[config.mk]
export PLATFORM = sky130hd
export DESIGN_NAME = pixel_capture_fifo
export DESIGN_NICKNAME = d
export VERILOG_FILES = /design/src/rtl/pixel_capture_fifo.sv
export SDC_FILE = /design/constraint.sdc
export NUM_CORES = 1
export LEC_CHECK = 0
export ABC_AREA = 0
export CAP_MARGIN = 20
export CORE_UTILIZATION = 55
export DETAILED_ROUTE_END_ITERATION = 8
export GPL_TIMING_DRIVEN = 0
export HOLD_SLACK_MARGIN = 0.1
export PLACE_DENSITY = 0.77
export REMOVE_ABC_BUFFERS = 1
export SYNTH_ARGS = -nofsm -noshare
export SYNTH_HDL_FRONTEND = slang
export SYNTH_SLANG_ARGS = --single-unit
[constraint.sdc]
create_clock -name clk -period 4.12 [get_ports clk]
set_clock_uncertainty 0.15 [all_clocks]
set_input_delay 0.824 -clock clk [delete_from_list [all_inputs] [get_ports clk]]
set_output_delay 0.824 -clock clk [all_outputs]
set_load 0.03 [all_outputs]
[src/rtl/pixel_capture_fifo.sv]
`default_nettype none
// ============================================================================
// pixel_capture_fifo : samples ADC words per row strobe, tags row/first, FIFO to store
// Rev 1.0
// ============================================================================
module pixel_capture_fifo #(
    parameter int PIX_W  = 4,
    parameter int DEPTH  = 8,
    parameter int EXPECT = 2
) (
    input  logic                     clk,
    input  logic                     reset,
    input  logic                     nre_1,
    input  logic                     nre_2,
    input  logic                     adc,
    input  logic                     erase,
    input  logic [PIX_W-1:0]         adc_data,
    output logic [PIX_W-1:0]         pix_data,
    output logic                     pix_row,
    output logic                     pix_first,
    output logic                     pix_valid,
    input  logic                     pix_ready,
    output logic                     frame_done,
    output logic                     frame_err,
    output logic                     overflow,
    output logic [$clog2(DEPTH):0]   fifo_count
);

    localparam int ADDR_W = $clog2(DEPTH);
    localparam int PTR_W  = ADDR_W + 1;
    localparam int WORD_W = PIX_W + 2;
    localparam int NS_W   = $clog2(EXPECT) + 2;

    localparam logic [NS_W-1:0]  NS_MAX    = '1;
    localparam logic [NS_W-1:0]  NS_EXPECT = NS_W'(EXPECT);
    localparam logic [PTR_W-1:0] PTR_DEPTH = PTR_W'(DEPTH);

    typedef enum logic [1:0] {
        ST_WAIT = 2'd0,
        ST_CAP  = 2'd1,
        ST_DONE = 2'd2
    } state_t;

    state_t            r_state;
    logic              r_adc_q;
    logic              r_erase_q;
    logic              r_first_pend;
    logic [NS_W-1:0]   r_nsamp;

    logic              w_adc_rise;
    logic              w_erase_fall;
    logic              w_erase_rise;
    logic              w_sel_ok;
    logic              w_row;
    logic              w_strobe;
    logic              w_push_req;

    assign w_adc_rise   = adc & ~r_adc_q;
    assign w_erase_fall = ~erase & r_erase_q;
    assign w_erase_rise = erase & ~r_erase_q;
    assign w_strobe     = (r_state == ST_CAP) & w_adc_rise;
    // Exactly one active-low select must be asserted; nre_1 high means row 2.
    assign w_sel_ok     = nre_1 ^ nre_2;
    assign w_row        = nre_1;
    assign w_push_req   = w_strobe & w_sel_ok;

    always_ff @(posedge clk or posedge reset) begin
        if (reset) begin
            r_state      <= ST_WAIT;
            r_adc_q      <= 1'b0;
            r_erase_q    <= 1'b1;
            r_first_pend <= 1'b0;
            r_nsamp      <= '0;
            frame_done   <= 1'b0;
            frame_err    <= 1'b0;
        end else begin
            r_adc_q    <= adc;
            r_erase_q  <= erase;
            frame_done <= 1'b0;
            case (r_state)
                ST_WAIT: begin
                    if (w_erase_fall) begin
                        r_state      <= ST_CAP;
                        r_nsamp      <= '0;
                        r_first_pend <= 1'b1;
                    end
                end
                ST_CAP: begin
                    if (w_strobe) begin
                        if (w_sel_ok) begin
                            r_first_pend <= 1'b0;
                            if (r_nsamp != NS_MAX) begin
                                r_nsamp <= r_nsamp + 1'b1;
                            end
                        end else begin
                            frame_err <= 1'b1;
                        end
                    end
                    if (w_erase_rise) begin
                        r_state    <= ST_DONE;
                        frame_done <= 1'b1;
                    end
                end
                ST_DONE: begin
                    if (r_nsamp != NS_EXPECT) begin
                        frame_err <= 1'b1;
                    end
                    r_state <= ST_WAIT;
                end
                default: begin
                    r_state <= ST_WAIT;
                end
            endcase
        end
    end

    logic [WORD_W-1:0] r_mem [DEPTH];
    logic [PTR_W-1:0]  r_wr_ptr;
    logic [PTR_W-1:0]  r_rd_ptr;
    logic [PTR_W-1:0]  w_count;
    logic              w_full;
    logic              w_pop;
    logic              w_push;

    assign w_count   = r_wr_ptr - r_rd_ptr;
    assign w_full    = (w_count == PTR_DEPTH);
    assign pix_valid = (w_count != '0);
    assign w_pop     = pix_valid & pix_ready;
    // A pop in the same cycle frees the slot, so a push into a full FIFO still lands.
    assign w_push    = w_push_req & (~w_full | w_pop);

    always_ff @(posedge clk or posedge reset) begin
        if (reset) begin
            r_wr_ptr <= '0;
            r_rd_ptr <= '0;
            overflow <= 1'b0;
            for (int i = 0; i < DEPTH; i++) begin
                r_mem[i] <= '0;
            end
        end else begin
            if (w_push) begin
                r_mem[r_wr_ptr[ADDR_W-1:0]] <= {r_first_pend, w_row, adc_data};
                r_wr_ptr <= r_wr_ptr + 1'b1;
            end
            if (w_pop) begin
                r_rd_ptr <= r_rd_ptr + 1'b1;
            end
            if (w_push_req & ~w_push) begin
                overflow <= 1'b1;
            end
        end
    end

    assign {pix_first, pix_row, pix_data} = r_mem[r_rd_ptr[ADDR_W-1:0]];
    assign fifo_count = w_count;

endmodule
`default_nettype wire

==> results.tsv, run 1 <==
metric	value	unit
status	complete, no violations	
# diodes	0	
Yosys reg bits	67	
Port Buffers	24	
crit-path max FO	9	
Crit. End Element	output port	
Synth area leaders	dfrtp_1 (50%), mux2_2 (13%), mux4_2 (8.3%)	
via count	1940	
Post-CTS Setup Bufs	0	
Num CTS Buffers	9	
cell family with most CP delay	buffers and inverters	
Overflow after GRT	0	
crit path buf inv count	2	
Leakage	1.79	nW
Post-Route Setup TNS	0	ns
endpoints failing hold	0	
post-route cell area	0.00380	mm^2
Placed Instance Area	0.00356	mm^2
length of the first detailed-routing pass in iterations	4	
first-pass GRT wire length	10500	um
Fmax achieved	0.264	GHz
met2 WL	3010	um
Layout Cells excl Fill	341	
Power Density	764	mW/mm^2
Clock Latency Late Sink	0.34	ns
post-route minimum period	3.79	ns
crit path kind	reg -> out	
Synth Warn #	0	
CTS sink count	67	
Fill cells	431	
largest net degree at the start of global routing	68	
Synth Flop Type	dfrtp_1	
Mapped Area	0.00327	mm^2
P&R area growth vs syn	16.2	%
layout cells sized above 1	0.335	
highest metal used	met4	
Slowest-stage cell, CP	clkdlybuf4s50_1	
GRT Overall Usage	0.228	
Final Wtd Congestion	0.767	
Worst Tran Pin Value	0.804	ns
VDD IR-drop max	0.436	mV
Die Height	79.1	um
CTS tree	yes	
HPWL after detailed placement	4120	um
HP Start	overflow	
met3 routed WL	239	um
Row Count	27	
htree depth	3	
Via density	5.69	
PnR Total Power	0.00290	W
WP data required	3.15	ns
max_slew headroom	0.464	
Avg Cell Area, Syn	13.8	um^2
Final period util	0.919	
clk slew on worst S/H paths	0.07	ns
Core ar.	0.00561	mm^2
die width	79.1	um
fin. max-slew vios	0	
initial core utilization	0.583	
unrepaired setup endpoints after global routing	false	
Startpoint Class	register	
crit path from	r_rd_ptr[2]	
top-count cell post-synth	dfrtp_1	
First DRT Iteration DRCs	76	
post-synth top area share	0.505	
Cell variety after synth	42	
per-cell routed wire length	18.0	um
reg-to-reg startpoint	r_rd_ptr[2]	
sequential share of the synthesized area	0.513	
layout net count	284	
post-synthesis cell count	237	
vias in the first global route	2074	
Root Buffer	clkbuf_8	
fraction of registers with async set/reset	1.00	
met1 wire length	2800	um
I/O Pins	25	
final cell utilization of the core	0.678	
worst min path class	reg -> reg	
Cells after DPL	325	
CP max stage delay	0.71	ns
Max Cap Viol	0	
initial antenna violation count	0	
DRC violations left	0	
final WL	6120	um
Post-synth EDFFs	0	
Worst EP arrival	2.81	ns
DIE AREA	0.00626	mm^2
worst path cell trace	inv_1 > ha_1 > and3b_1 > o21ai_0 > and2_0 > clkdlybuf4s50_1	
Synth area leader	dfrtp_1	
Routed Antenna Nets	0	
clk buf depth	2	
Synth top cells by count	dfrtp_1 (66), mux2_2 (39), nand2_1 (23), mux2_4 (12), mux4_2 (12)	
endpoints failing setup	0	
sequential cells by signal, indices dropped and copies added, names as in the netlist:
register and flops:
r_state 2, frame_done 1, r_mem 48, r_erase_q 1, overflow 1, r_adc_q 1, frame_err 1, r_nsamp 3
r_wr_ptr 4, r_first_pend 1, r_rd_ptr 4
routing by layer:
metal / up-vias / global-route usage
met3: 11 / 0.0678
met1: 987 / 0.298
met4: 0 / 0.0782
met2: 35 / 0.363
li1: 907 / -
met5: - / 0
report_power, final:
group / total, W / leakage, nW / switching [W] / internal [W]
Combinational: 0.00118 / 0.806 / 0.000563 / 0.000617
Sequential: 0.00110 / 0.870 / 0.000226 / 0.000876
Clock: 0.000622 / 0.113 / 0.000249 / 0.000373
metrics by stage:
stage / hold slack [ns] / worst slack, ns
2_1_floorplan: 0.316 / 0.456
5_1_grt: 0.347 / 0.158
3_5_place_dp: 0.306 / 0.0261
3_3_place_gp: 0.325 / 0.0211
4_1_cts: 0.335 / 0.0612
6_report: 0.333 / 0.333
layout by cell type, fill, tap and decap left out, types with 2 or more instances in the layout:
cell type        count
a21o_1               2
bufinv_16            2
clkbuf_8            11
clkdlybuf4s50_1     23
dfrtp_1             63
dfrtp_4              2
ha_1                 8
inv_1                9
mux2_2              39
mux2_4              12
mux4_2              12
nand2_1             23
nand2b_4             2
nand3_1              3
nand4_1              2
nand4b_1             3
nor2_1               5
nor2b_1              2
nor3b_1              2
o211ai_1             2
o21ai_0              6
or3_1                2
xnor2_1              7
xor2_1               2
cell type report:
class / instances / area, um^2 / share of cell area
Clock inverter: 4 / 72.6 / 0.0191
Inverter: 10 / 40.0 / 0.0105
Sequential cell: 67 / 1690 / 0.444
Clock buffer: 12 / 155 / 0.0408
Multi-Input combinational cell: 152 / 1520 / 0.398
Timing Repair Buffer: 24 / 243 / 0.0638
Tap cell: 72 / 90.1 / 0.0237
path summary, 6_finish.rpt:
kind	end	slack, ns	cells past startpoint
setup reg to reg	r_mem[15]	0.93	7
hold / removal	overflow	0.33	1
setup / recovery	fifo_count[3]	0.33	6
max in group asynchronous	r_rd_ptr[0]	2.36	2
hold reg to reg	overflow	0.33	1
min in group asynchronous	r_mem[28]	0.84	2
what timing repair did:
item                                    4_1_cts  5_1_grt
hold buffers                                  0        0
gates resized for setup                       4        2
endpoints found under the setup margin        1        1
worst register-to-register path: cells and delay by family (launching register included):
family	cells	cell delay [ns]
buf+inv	1	0.22
mux	1	0.38
simple gates	4	1.54
fa+ha+maj	1	0.31
flops	1	0.48
cells by family after synthesis:
family                     count (synthesis)  synth area share
DFF                                       67             0.513
muxes                                     63             0.272
and+or+nand+nor                           58             0.106
buffers and inverters                     18            0.0241
AOI/OAI and AO/OA                         12            0.0218
adders and majority gates                 10            0.0398
xor gates and xnor gates                   9            0.0241
Power figures use the tool's default switching activity.
==> run 2: changes to the inputs <==
--- a/config.mk
+++ b/config.mk
@@ -7,6 +7,8 @@
 export LEC_CHECK = 0
 export ABC_AREA = 0
 export CAP_MARGIN = 20
+export CORE_ASPECT_RATIO = 1.1
+export CORE_MARGIN = 2
 export CORE_UTILIZATION = 55
 export DETAILED_ROUTE_END_ITERATION = 8
 export GPL_TIMING_DRIVEN = 0
==> run 2 against run 1 <==
Net effect:
- setup slack worse by 0.064 ns
- die area rose by 5.1%
- via count shrank 0.62%
- critical path type unchanged
- power shrank 4.8%
- non-clock buffer count grew 1
- clock power decreased by 22%
- flip-flop and latch count did not move
- critical endpoint unchanged
- routed wire length shrank 3.9%
- highest routed layer unchanged
- sequential share of layout area rose by 0.29 points
- worst hold slack improved by 0.011 ns
==> results.tsv, run 2 (synthesis gave the netlist of run 1 again) <==
metric	value	unit	change
status	complete, no violations		
Max Cap Viol	0		unchanged
length of the first detailed-routing pass in iterations	4		unchanged
Via density	5.56		-2.3%
Worst Tran Pin Value	0.700	ns	-0.104 ns
fin. max-slew vios	0		unchanged
met3 routed WL	159	um	-33%
Routed Antenna Nets	0		unchanged
worst hold path depth	1		unchanged
Row Count	29		+7.4%
reg-to-reg startpoint	r_rd_ptr[2]		
DIE AREA	0.00658	mm^2	+5.1%
commonest non-fill, non-tap cell in the layout	dfrtp_1		
Worst Reg2Reg Path Length in Cells	7		unchanged
per-cell routed wire length	16.9	um	-5.6%
max reg flops	48		unchanged
layout cells sized above 1	0.344		+0.00987
endpoints failing setup	0		unchanged
hold_ws	0.344	ns	+0.0112 ns
PnR Total Power	0.00276	W	-4.8%
HPWL after detailed placement	4060	um	-1.3%
HP Start	overflow		
post-CTS sizing	4		unchanged
crit-path max FO	9		unchanged
die width	77.5	um	-2.0%
post-route minimum period	3.85	ns	+0.0640 ns
Most flops, register	r_mem		
P&R area growth vs syn	15.4	%	
highest metal used	met4		
CTS sink count	67		unchanged
max_slew headroom	0.533		+0.0688
unrepaired setup endpoints after global routing	false		
clk slew on worst S/H paths	0.08	ns	about the same
met2 WL	2910	um	-3.3%
layout net count	285		+0.35%
final cell utilization of the core	0.655		-0.0233
WP data required	3.15	ns	about the same
Final Wtd Congestion	0.752		-1.9%
htree depth	3		unchanged
Crit. End Element	output port		
most frequent cells in the layout	dfrtp_1 (63), mux2_2 (39), nand2_1 (23), clkdlybuf4s50_1 (23)		
hold buffers post-CTS	0		unchanged
Root Buffer	clkbuf_8		
WHS Endpoint	overflow		
vias in the first global route	2055		-0.92%
Core ar.	0.00577	mm^2	+2.9%
Clock Latency Late Sink	0.34	ns	about the same
first-pass GRT wire length	10100	um	-3.0%
# diodes	0		unchanged
Final period util	0.935		+0.0155
endpoints failing hold	0		unchanged
r2r setup slk	0.85	ns	-0.08 ns
RR Endpoint	r_mem[14]		
via count	1928		-0.62%
largest net degree at the start of global routing	37		-46%
Largest regs	r_mem: 48 flops, r_rd_ptr: 4 flops, r_wr_ptr: 4 flops		
VDD IR-drop max	0.470	mV	+7.9%
slack of the critical path	0.269	ns	-0.0640 ns
Setup WS pre-CTS	-0.000840	ns	-0.0269 ns
crit path kind	reg -> out		
I/O Pins	25		unchanged
Power Density	732	mW/mm^2	-4.2%
Die Height	84.9	um	+7.3%
final WL	5880	um	-3.9%
Worst EP arrival	2.88	ns	+0.07 ns
Fmax achieved	0.260	GHz	-1.7%
met1 wire length	2740	um	-2.0%
GRT Overall Usage	0.204		-0.0245
Overflow after GRT	0		unchanged
worst min path class	reg -> reg		
Startpoint Class	register		
initial antenna violation count	0		unchanged
Num CTS Buffers	9		unchanged
clk buf depth	2		unchanged
First DRT Iteration DRCs	91		+20%
initial core utilization	0.567		-0.0163
CTS tree	yes		
Port Buffers	24		unchanged
Leakage	1.77	nW	-1.3%
Post-Route Setup TNS	0	ns	unchanged
DRC violations left	0		unchanged
Post-CTS Setup Bufs	0		unchanged
-- run 2: cell types whose count changed in the layout (fill, tap and decap cells not counted), sizes merged --
| cell | change |
|---|---|
| inv | +1 |
| buf | +1 |
| clkinv | +2 |
| clkbuf | -3 |
| bufinv | -2 |
| clkinvlp | +2 |
-- run 2: area by class of cell --
| class | count | area (um^2) |
|---|---|---|
| Fill cell | 448 | 1990 |
| Clock inverter | 7 | 51.3 |
| Clock buffer | 9 | 124 |
| Timing Repair Buffer | 25 | 263 |
| Inverter | 10 | 41.3 |
| Multi-Input combinational cell | 152 | 1520 |
| Sequential cell | 67 | 1690 |
| Tap cell | 77 | 96.3 |
-- run 2: per-stage QoR --
step / instance area [um^2] / cells
floorplan: 3230 / 229
global placement: 3570 / 330
detailed placement: 3590 / 331
CTS: 3770 / 347
global route: 3780 / 347
finish: 3780 / 347
-- run 2: worst max-delay path by stage --
stage	startpoint	endpoint	slack [ns]	cells past startpoint
floorplan	r_rd_ptr[0]	r_mem[12]	0.46	8
global placement	r_rd_ptr[0]	pix_valid	0.009	6
detailed placement	r_rd_ptr[0]	pix_valid	-0.0008	7
CTS	r_rd_ptr[2]	pix_valid	0.03	7
global route	r_rd_ptr[2]	fifo_count[3]	0.10	6
finish	r_rd_ptr[2]	fifo_count[3]	0.27	6
-- run 2: worst max-delay path: stages, from the launching register on --
cell	delay (ns)
dfrtp_2	0.52
clkinvlp_4	0.23
ha_1	0.36
and3b_1	0.19
o21ai_0	0.26
and2_0	0.26
clkdlybuf4s50_1	0.71
-- run 2: metal layers --
layer,vias to the layer above,global-route usage
met1,995,0.275
met5,-,0
met4,0,0.0860
met2,20,0.319
met3,6,0.0489
li1,907,-
-- run 2: power by group --
group	total, W	internal (W)	leakage [nW]	switching (W)
clock network	0.000483	0.000221	0.0860	0.000262
registers	0.00111	0.000875	0.870	0.000232
logic	0.00117	0.000619	0.810	0.000555
==> run 3: changes to the inputs <==
--- a/config.mk
+++ b/config.mk
@@ -10,10 +10,11 @@
 export CORE_ASPECT_RATIO = 1.1
 export CORE_MARGIN = 2
 export CORE_UTILIZATION = 55
+export CTS_BUF_LIST = sky130_fd_sc_hd__clkbuf_4 sky130_fd_sc_hd__clkbuf_8
 export DETAILED_ROUTE_END_ITERATION = 8
 export GPL_TIMING_DRIVEN = 0
 export HOLD_SLACK_MARGIN = 0.1
-export PLACE_DENSITY = 0.77
+export PLACE_DENSITY = 0.82
 export REMOVE_ABC_BUFFERS = 1
 export SYNTH_ARGS = -nofsm -noshare
 export SYNTH_HDL_FRONTEND = slang
==> run 3 against run 2 <==
Net effect:
- sequential power decreased by 5%
- fmax increased by 3.1%
- power increased by 3.1%
- setup slack improved by 0.12 ns
- critical path depth unchanged
==> results.tsv, run 3 (synthesis gave the netlist of run 1 again) <==
metric	value	unit	change
status	complete, no violations		
clk slew on worst S/H paths	0.07	ns	about the same
met3 global-route usage	0.0394		-0.00957
Port Buffers	24		unchanged
max reg flops	48		unchanged
Power Density	744	mW/mm^2	+1.7%
initial antenna violation count	0		unchanged
hold_ws	0.314	ns	-0.0296 ns
layout net count	289		+1.4%
Largest regs	r_mem: 48 flops, r_rd_ptr: 4 flops, r_wr_ptr: 4 flops		
I/O Pins	25		unchanged
worst min path class	reg -> reg		
Cells after DPL	331		unchanged
Startpoint Class	register		
endpoints failing hold	0		unchanged
CTS sink count	67		unchanged
most frequent cells in the layout	dfrtp_1 (63), mux2_2 (39), nand2_1 (23), clkdlybuf4s50_1 (23)		
crit-path max FO	7		-2
Row Count	29		unchanged
htree depth	3		unchanged
# diodes	0		unchanged
fin. max-slew vios	0		unchanged
vias in the first global route	2029		-1.3%
unrepaired setup endpoints after global routing	false		
Clock Latency Late Sink	0.33	ns	about the same
Core ar.	0.00577	mm^2	unchanged
Final Wtd Congestion	0.745		-0.92%
Leakage	1.80	nW	+2.0%
Root Buffer	clkbuf_8		
Via density	5.58		+0.50%
Most flops, register	r_mem		
CTS tree	yes		
P&R area growth vs syn	17.1	%	
per-cell routed wire length	16.7	um	-1.2%
VDD IR-drop max	0.434	mV	-7.8%
HPWL after detailed placement	4110	um	+1.2%
length of the first detailed-routing pass in iterations	4		unchanged
crit path kind	reg -> out		
Layout Cells excl Fill	351		+1.2%
via count	1960		+1.7%
max_slew headroom	0.597		+0.0649
commonest non-fill, non-tap cell in the layout	dfrtp_1		
WP data required	3.15	ns	about the same
Crit. End Element	output port		
Num CTS Buffers	9		unchanged
First DRT Iteration DRCs	59		-35%
layout cells sized above 1	0.354		+0.00957
grt met2 use	0.330		+0.0111
first-pass GRT wire length	10200	um	+0.47%
GRT Overall Usage	0.205		+0.00162
largest net degree at the start of global routing	40		+8.1%
initial core utilization	0.567		unchanged
Worst Tran Pin Value	0.603	ns	-0.0972 ns
Final period util	0.907		-0.0280
Die Height	84.9	um	unchanged
DIE AREA	0.00658	mm^2	unchanged
clk buf depth	2		unchanged
busiest grt layer	met2		
final WL	5880	um	about the same
post-route minimum period	3.74	ns	-0.115 ns
met1 Use GR	0.276		+0.000732
Routed Antenna Nets	0		unchanged
final cell utilization of the core	0.664		+0.00911
DRC violations left	0		unchanged
Max Cap Viol	0		unchanged
Fmax achieved	0.268	GHz	+3.1%
Post-Route Setup TNS	0	ns	unchanged
Overflow after GRT	0		unchanged
endpoints failing setup	0		unchanged
Worst EP arrival	2.76	ns	-0.12 ns
die width	77.5	um	unchanged
[run 3: per-layer routing]
metal	share of wire	up-vias
li1	-	920
met1	0.45	1001
met2	0.51	30
met3	0.026	9
met4	0.018	0
met5	0	-
[run 3: where the power goes]
group / leakage, nW / switching, W / internal [W]
Combinational: 0.829 / 0.000610 / 0.000643
Clock: 0.103 / 0.000238 / 0.000300
Sequential: 0.870 / 0.000183 / 0.000876
[run 3: cell type report]
cell class                      count  area (um^2)
Sequential cell                    67         1690
Multi-Input combinational cell    152         1520
Clock buffer                       11          145
Fill cell                         424         1940
Tap cell                           77         96.3
Timing Repair Buffer               29          293
Inverter                           10         41.3
Clock inverter                      5         52.6
[run 3: metrics by stage]
stage               power [W]  setup WS (ns)  area, um^2
floorplan             0.00190          0.456        3230
global route          0.00302          0.237        3830
finish                0.00285          0.384        3830
global placement      0.00225         0.0206        3570
detailed placement    0.00229         0.0124        3590
CTS                   0.00284         0.0469        3790
[run 3: repair_timing]
| action | 4_1_cts | 5_1_grt |
|---|---|---|
| buffers inserted | 0 | 4 |
| hold buffers | 0 | 0 |
| resized for setup | 4 | 3 |
| setup endpoints to repair | 1 | 1 |
[run 3: path summary, 6_finish.rpt]
path	start	to	slack, ns	depth (start not counted)
setup / recovery	r_rd_ptr[2]	fifo_count[3]	0.38	6
hold / removal	overflow	overflow	0.31	1
setup reg to reg	r_rd_ptr[2]	r_mem[16]	0.97	7
hold reg to reg	overflow	overflow	0.31	1
max in group asynchronous	reset	r_rd_ptr[0]	2.46	3
min in group asynchronous	reset	r_mem[24]	0.73	2
[run 3: worst max-delay path: stages (launching register included)]
cell and delay [ns]:
dfrtp_2 0.44, clkinvlp_4 0.19, ha_1 0.35, and3b_1 0.20
o21ai_0 0.28, and2_0 0.28, clkdlybuf4s50_1 0.71
